**config.mk**
```make
export PLATFORM = sky130hd
export DESIGN_NAME = register_file_scoreboard
export DESIGN_NICKNAME = d
export VERILOG_FILES = /design/src/rtl/register_file_scoreboard.sv
export SDC_FILE = /design/constraint.sdc
export NUM_CORES = 2
export LEC_CHECK = 0
export CORE_UTILIZATION = 33
export CTS_CLUSTER_DIAMETER = 30
export DETAILED_ROUTE_END_ITERATION = 12
export PLACE_DENSITY = 0.57
export SLEW_MARGIN = 40
export SYNTH_ARGS = -nofsm -noshare
export SYNTH_HDL_FRONTEND = slang
export SYNTH_SLANG_ARGS = --single-unit
```
**constraint.sdc**
```tcl
create_clock -name clock -period 7.11 [get_ports clock]
set_clock_uncertainty 0.05 [all_clocks]
set_input_delay 1.7775 -clock clock [delete_from_list [all_inputs] [get_ports clock]]
set_output_delay 1.7775 -clock clock [all_outputs]
set_load 0.005 [all_outputs]
```
**src/rtl/register_file_scoreboard.sv**
```systemverilog
// register_file_scoreboard
//   Integer register file with a per-register pending-write scoreboard.
//   One write port fed by the writeback stage, two combinational read ports
//   for decode, with same-cycle bypass of writeback data onto the read ports.
//   Decode is stalled when it reads a register whose producer has not reached
//   writeback yet, or when a new writer would overflow the destination counter.
// Ports
//   clock, reset                 clock and synchronous active-high reset
//   id_issue, id_rs1, id_rs2,
//   id_rd, id_reg_write          decode-side issue request and operands
//   rs1_data, rs2_data           combinational read data (x0 reads 0)
//   stall                        issue blocked this cycle
//   wb_alu_result, wb_rd,
//   wb_reg_write                 writeback port
module register_file_scoreboard #(
  parameter int XLEN      = 32,
  parameter int CNT_WIDTH = 2
) (
  input  logic            clock,
  input  logic            reset,
  input  logic            id_issue,
  input  logic [4:0]      id_rs1,
  input  logic [4:0]      id_rs2,
  input  logic [4:0]      id_rd,
  input  logic            id_reg_write,
  output logic [XLEN-1:0] rs1_data,
  output logic [XLEN-1:0] rs2_data,
  output logic            stall,
  input  logic [XLEN-1:0] wb_alu_result,
  input  logic [4:0]      wb_rd,
  input  logic            wb_reg_write
);

  localparam logic [CNT_WIDTH-1:0] CNT_MAX = '1;

  // Combinational views of per-register state; index 0 is tied off so that
  // x0 reads 0, is never pending and never sees a writeback hit.
  logic [XLEN-1:0]      data_view [0:31];
  logic [CNT_WIDTH-1:0] cnt_view  [0:31];
  logic [31:0]          wb_hit;
  logic [31:0]          inc_vec;
  logic [31:0]          dec_vec;
  logic [31:0]          pending_vec;

  assign data_view[0]   = '0;
  assign cnt_view[0]    = '0;
  assign wb_hit[0]      = 1'b0;
  assign inc_vec[0]     = 1'b0;
  assign dec_vec[0]     = 1'b0;
  assign pending_vec[0] = 1'b0;

  genvar gi;
  generate
    for (gi = 1; gi < 32; gi++) begin : g_reg
      logic [XLEN-1:0]      data_reg;
      logic [CNT_WIDTH-1:0] cnt_reg;
      logic [CNT_WIDTH-1:0] cnt_next;

      assign wb_hit[gi]  = wb_reg_write && (wb_rd == 5'(gi));
      // A writeback to an idle register still writes data but must not
      // underflow the counter.
      assign dec_vec[gi] = wb_hit[gi] && (cnt_reg != '0);
      assign inc_vec[gi] = id_issue && !stall && id_reg_write && (id_rd == 5'(gi));
      // The producer retiring this cycle is served by the bypass.
      assign pending_vec[gi] = (cnt_reg - CNT_WIDTH'(dec_vec[gi])) != '0;

      assign data_view[gi] = data_reg;
      assign cnt_view[gi]  = cnt_reg;

      always_comb begin
        cnt_next = cnt_reg;
        if (inc_vec[gi] && !dec_vec[gi]) begin
          cnt_next = cnt_reg + 1'b1;
        end else if (dec_vec[gi] && !inc_vec[gi]) begin
          cnt_next = cnt_reg - 1'b1;
        end
      end

      always_ff @(posedge clock) begin
        if (reset) begin
          data_reg <= '0;
          cnt_reg  <= '0;
        end else begin
          if (wb_hit[gi]) begin
            data_reg <= wb_alu_result;
          end
          cnt_reg <= cnt_next;
        end
      end
    end
  endgenerate

  // Read ports: x0 -> 0, then writeback bypass, then storage.
  always_comb begin
    rs1_data = data_view[id_rs1];
    if (wb_hit[id_rs1]) begin
      rs1_data = wb_alu_result;
    end
    rs2_data = data_view[id_rs2];
    if (wb_hit[id_rs2]) begin
      rs2_data = wb_alu_result;
    end
  end

  logic waw_full;

  // WAW limit: a further writer would overflow the destination counter
  // unless one writer retires in the same cycle.
  assign waw_full = id_reg_write && (id_rd != 5'd0) &&
                    (cnt_view[id_rd] == CNT_MAX) && !dec_vec[id_rd];

  assign stall = id_issue &&
                 (pending_vec[id_rs1] || pending_vec[id_rs2] || waw_full);

endmodule

```
# Word level (Yosys, flattened, before mapping)
# Index checks and enable logic that the tools add are counted.
[totals]
reg_bits = 1054
wordCells = 631
[classes]
muxes = 83
magnitude_cmp = 6
n_reduce_logical = 321
bitwise_logic = 3
add_sub_neg = 93
n_eq_ne = 63
[ops]
columns = ["op", "count"]
rows = [
  ["32-bit binary-select mux with 5-bit select", 2],
  ["32-bit 2-to-1 mux", 6],
  ["2-bit nonzero test", 93],
  ["1-bit logical AND", 161],
  ["5-bit equality test (second input constant)", 32],
  ["2-bit 2-to-1 mux", 64],
  ["5-bit by 4-bit equality test with 1-bit output (second input constant)", 16],
  ["1-bit logical NOT", 64],
  ["2-bit by 1-bit adder with 2-bit output (second input constant)", 31],
  ["2-bit by 1-bit subtractor with 2-bit output", 31],
  ["2-bit by 1-bit subtractor with 2-bit output (second input constant)", 31],
  ["5-bit by 3-bit equality test with 1-bit output (second input constant)", 8],
  ["1-bit binary-select mux with 5-bit select", 5],
  ["5-bit by 2-bit equality test with 1-bit output (second input constant)", 4],
  ["6-bit >= comparator (second input constant)", 3],
  ["5-bit by 6-bit < comparator with 1-bit output (second input constant)", 3],
  ["5-bit inverter with 6-bit output", 3],
  ["2-bit binary-select mux with 5-bit select", 1],
  ["5-bit by 1-bit equality test with 1-bit output (second input constant)", 2],
  ["1-bit 2-to-1 mux", 5],
  ["5-bit nonzero test", 1],
  ["2-bit equality test (second input constant)", 1],
  ["1-bit logical OR", 2],
]

# Depth between registers and ports, before layout
[logic_depth]
depth_word = 18
mapped_depth = 16
mapped_depth_nobuf = 11

# Worst setup path before layout
# OpenSTA, ideal clock, no wires.
[synth_timing]
path_kind = "in2out"
from = "in id_rs2[0]"
to = "out rs2_data[11]"
t_arrival_ns = 4.551
path_stages = 8
setup_slack_ns = 0.732
path_buffers = 4
required_ns = 5.282
path_cell_list = "buf_2 > clkbuf_1 > clkbuf_1 > buf_1 > mux4_2 > mux4_2 > mux2_2 > mux2_2"
[synth_between]
elab_chain_cells = 5
[synth_rtl]
columns = ["element", "line_no", "source"]
rows = [
  ["start: declaration", "23", "input logic [4:0] id_rs2,"],
  ["5-bit inverter with 6-bit output (not written as such)", "99", "rs2_data = data_view[id_rs2];"],
  ["32-bit binary-select mux with 5-bit select", "99", ""],
  ["32-bit 2-to-1 mux (not written as such) (2 in a row)", "99", ""],
  ["32-bit 2-to-1 mux *", "100", "if (wb_hit[id_rs2]) begin"],
  ["end: declaration", "27", "output logic [XLEN-1:0] rs2_data,"],
]
# Mark *: on every way between the ends. The rest lies on a longest branch, timed or not. The select of a mux whose other input is x is not followed.

# Worst setup path after layout
[layout_timing]
from = "in wb_reg_write"
to = "out stall"
[layout_between]
elab_chain_cells = 9
[layout_rtl]
columns = ["element", "line_no", "source"]
rows = [
  ["start: declaration", "31", "input logic wb_reg_write"],
  ["1-bit logical AND", "59", "assign wb_hit[gi] = wb_reg_write && (wb_rd == 5'(gi));"],
  ["1-bit logical AND", "62", "assign dec_vec[gi] = wb_hit[gi] && (cnt_reg != '0);"],
  ["2-bit by 1-bit subtractor with 2-bit output", "65", "assign pending_vec[gi] = (cnt_reg - CNT_WIDTH'(dec_vec[gi])) != '0;"],
  ["2-bit nonzero test", "65", ""],
  ["1-bit binary-select mux with 5-bit select", "113", "(pending_vec[id_rs1] || pending_vec[id_rs2] || waw_full);"],
  ["1-bit 2-to-1 mux (not written as such)", "113", ""],
  ["1-bit logical OR", "113", ""],
  ["1-bit logical OR *", "113", ""],
  ["1-bit logical AND *", "112", "assign stall = id_issue &&"],
  ["end: declaration", "28", "output logic stall,"],
]
# Marks and branches as above.

==> impl_metrics.csv <==
group,metric,value,unit
cells_and_area,layout.nets,6325,
timing,tns,0,ps
setup_path,crit_arrival,5210,ps
timing,fin_crit,7034,ps
clocking,cts-root-buf,"clkbuf_16",
clocking,clk_pin_slew_worst_paths,50,ps
setup_path,reg2reg_slack,2970,ps
cells_and_area,largest_register_ffs,992,
yosys,synth_top_area_share,0.3741,
timing,report.final.hold_viol_count,0,
cells_and_area,synthToLayoutAreaGrowth,22.60,%
placed_design,pre_cts_ws,-104.5,ps
cells_and_area,final_area,0.06916,mm^2
yosys,ys_ff_latch,1054,
yosys,syn_area,0.05641,mm^2
route,drt_first_pass_iters,9,
cells_and_area,mostFrequentLayoutCells,"2068 x nand2_1, 1054 x dfxtp_1, 1031 x a21oi_1",
clocking,cts_num_sinks,1054,
setup_path,path_depth,10,
setup_path,path_cells,"clkdlybuf4s50_1 -> buf_4 -> or4b_4 -> o31ai_4 -> o21ai_1 -> o31ai_2 -> o311ai_1 -> or4_2 -> o21a_1 -> clkdlybuf4s50_1",
route,routed_wl,240.8,mm
placed_design,hpwl,138.6,mm
placed_design,placed_cell_area,0.06132,mm^2
timing,final.setup.worst_slack,75.61,ps
grt,grt_overflow,0,
timing,fin_hold_ws,411.7,ps
yosys,netlist_instances,6232,
setup_path,crit_path_start,"wb_reg_write",
clocking,ctsLongestPathBuffers,3,
grt,antenna_found_initial,11,
route,drc,0,
setup_path,cp_data_required_time,5280,ps
floorplan,dieWidth,415.4,um
setup_path,crit_type,"in2out",
grt,grt_max_degree,204,
setup_path,rr_endpoint,"g_reg[2].cnt_reg[1]$_SDFFE_PP0P_",
route,vias_per_cell,5.924,
route,vias,51190,
yosys,synthTopCellsByArea,"dfxtp_1 37%, mux4_2 23%, nand2_1 14%",
timing,slew_headroom,0.3699,
yosys,async_flop_share,0,
route,drt-initial-drc-count,6738,
yosys,synth_edf_count,0,
setup_path,cp_top_family,"simple AND/OR/NAND/NOR gates",
pwr,leakagePower,0.02292,uW
clocking,clk_latency,820,ps
clocking,cts_max_level,4,
timing,setup_violations,0,
yosys,synth_ff_type,"dfxtp_1",
floorplan,dieArea,0.1726,mm^2
timing,worst_slew_pin_slew,945.1,ps
timing,fmaxAchievable,142.2,MHz
setup_path,cp_slowest_cell,"or4_2",
grt,grt_usage,0.2717,
floorplan,num_io_pins,122,
placed_design,port_buffers,121,
setup_path,worst_path_most_repeated_cell,"clkdlybuf4s50_1",
run,drv_cap,0,
setup_path,end_kind,"primary output",
floorplan,die_y,415.4,um
worst_hold_path,min_path_type,"reg2reg",
cells_and_area,utilization,0.4081,
pwr,ir_worst_vdd,256.3,uV
floorplan,core-area,0.1695,mm^2
yosys,yosys.cell_types.count,78,
setup_path,critPathMaxFanout,9,
timing,rsz0062_at_grt,"no",
cells_and_area,final_common_cell,"nand2_1",
route,routedWlPerCell,27.86,um
setup_path,r2r_start,"g_reg[30].cnt_reg[1]$_SDFFE_PP0P_",
floorplan,initial_utilization,0.3328,
placed_design,gp_congestion,0.9242,
floorplan,rows,151,
yosys,synth_top_area_cell,"dfxtp_1",
timing,slew_violations,0,
cells_and_area,drive_gt1_frac,0.2429,
setup_path,slowest_delay,720,ps
clocking,cts_hold_buf,0,
cells_and_area,fill_cells,16110,
yosys,synth_fp_nets,6320,
timing,fin_crit_sh,0.9894,
pwr,power_density,257.5,mW/mm^2
clocking,numCtsBuffers,212,
yosys,synth_warnings,0,
setup_path,path_buf_inv,3,
setup_path,start_kind,"input port",
route,ant_nets,0,
outcome,status,"finished clean",
setup_path,rr_worst_depth,12,
yosys,seq_area_frac_synth,0.3741,
grt,grt_pass1_vias,48940,
yosys,synth_area_per_cell,9.051,um^2
grt,grt_first_pass_wirelength,345.3,mm
clocking,tritoncts,"done",
setup_path,endpoint,"stall",
-- where the power goes --
group          switching [uW]  internal (uW)
clock network            3580           6960
registers                32.8           5960
logic                     816            451
-- cell usage after synthesis (12+ instances only) --
library cell	number
or3_1	34
buf_2	39
ha_1	31
buf_1	49
a211oi_1	12
clkbuf_1	528
mux2i_1	34
nand3_1	23
inv_1	16
nor3_2	29
nor3_1	15
a31oi_1	15
dfxtp_1	1054
a21oi_1	1033
o21ai_0	97
mux2_2	164
a22o_1	33
xor2_1	68
mux4_2	585
nor2_1	104
nand2_1	2099
-- metal layers --
layer	global-route usage	share of wire
met4	0.1514	0.058
met1	0.3458	0.38
met3	0.05695	0.10
met2	0.4287	0.46
met5	0	0.000087
-- layout make-up --
cell class / count / area [um^2] / share of cell area
diodes: 5 / 12.51 / 0.0001809
clock buffers: 263 / 5841 / 0.08446
clock inverters: 133 / 1783 / 0.02578
inverters: 16 / 65.06 / 0.0009408
multi-input cells: 4537 / 33260 / 0.4810
flip-flops and latches: 1054 / 21100 / 0.3051
well taps: 2218 / 2775 / 0.04013
repair buffers: 416 / 4317 / 0.06242
-- kinds of logic after synthesis --
logic type / Yosys count / share of synthesized area
AOI/OAI and AO/OA: 1264 / 0.1201
buffers and inverters: 641 / 0.04445
and+or+nand+nor: 2389 / 0.1712
DFF: 1054 / 0.3741
xor gates and xnor gates: 70 / 0.01087
adders and majority gates: 31 / 0.006876
muxes: 783 / 0.2724
-- through the flow --
step,total power (uW),cells
after CTS,17840,8632
after detailed placement,7344,8236
after floorplan,6809,6232
final,17810,8642
after global placement,7334,8227
after global routing,18220,8637
-- tightest hold or removal path, cell delays in order, from the launching register on --
cell and delay, ps:
dfxtp_1 310, nand2_1 50, a21oi_1 50
-- what timing repair did --
action	in CTS	in global routing
pin swaps	0	3
hold endpoints to repair	0	0
gates cloned	0	0
setup buffers	0	1
setup endpoints to repair	1	22
resized for setup	6	11
-- worst min path at each step --
stage	from	to	slack, ps	depth (start not counted)
floorplan	g_reg[10].data_reg[0]$_SDFFE_PP0P_	g_reg[10].data_reg[0]$_SDFFE_PP0P_	390	2
global placement	g_reg[12].data_reg[7]$_SDFFE_PP0P_	g_reg[12].data_reg[7]$_SDFFE_PP0P_	400	2
detailed placement	g_reg[26].data_reg[1]$_SDFFE_PP0P_	g_reg[26].data_reg[1]$_SDFFE_PP0P_	410	2
CTS	g_reg[26].data_reg[1]$_SDFFE_PP0P_	g_reg[26].data_reg[1]$_SDFFE_PP0P_	410	2
global route	g_reg[30].data_reg[23]$_SDFFE_PP0P_	g_reg[30].data_reg[23]$_SDFFE_PP0P_	430	2
finish	g_reg[22].data_reg[0]$_SDFFE_PP0P_	g_reg[22].data_reg[0]$_SDFFE_PP0P_	410	2
No activity file was read; power rests on OpenSTA's default activity.
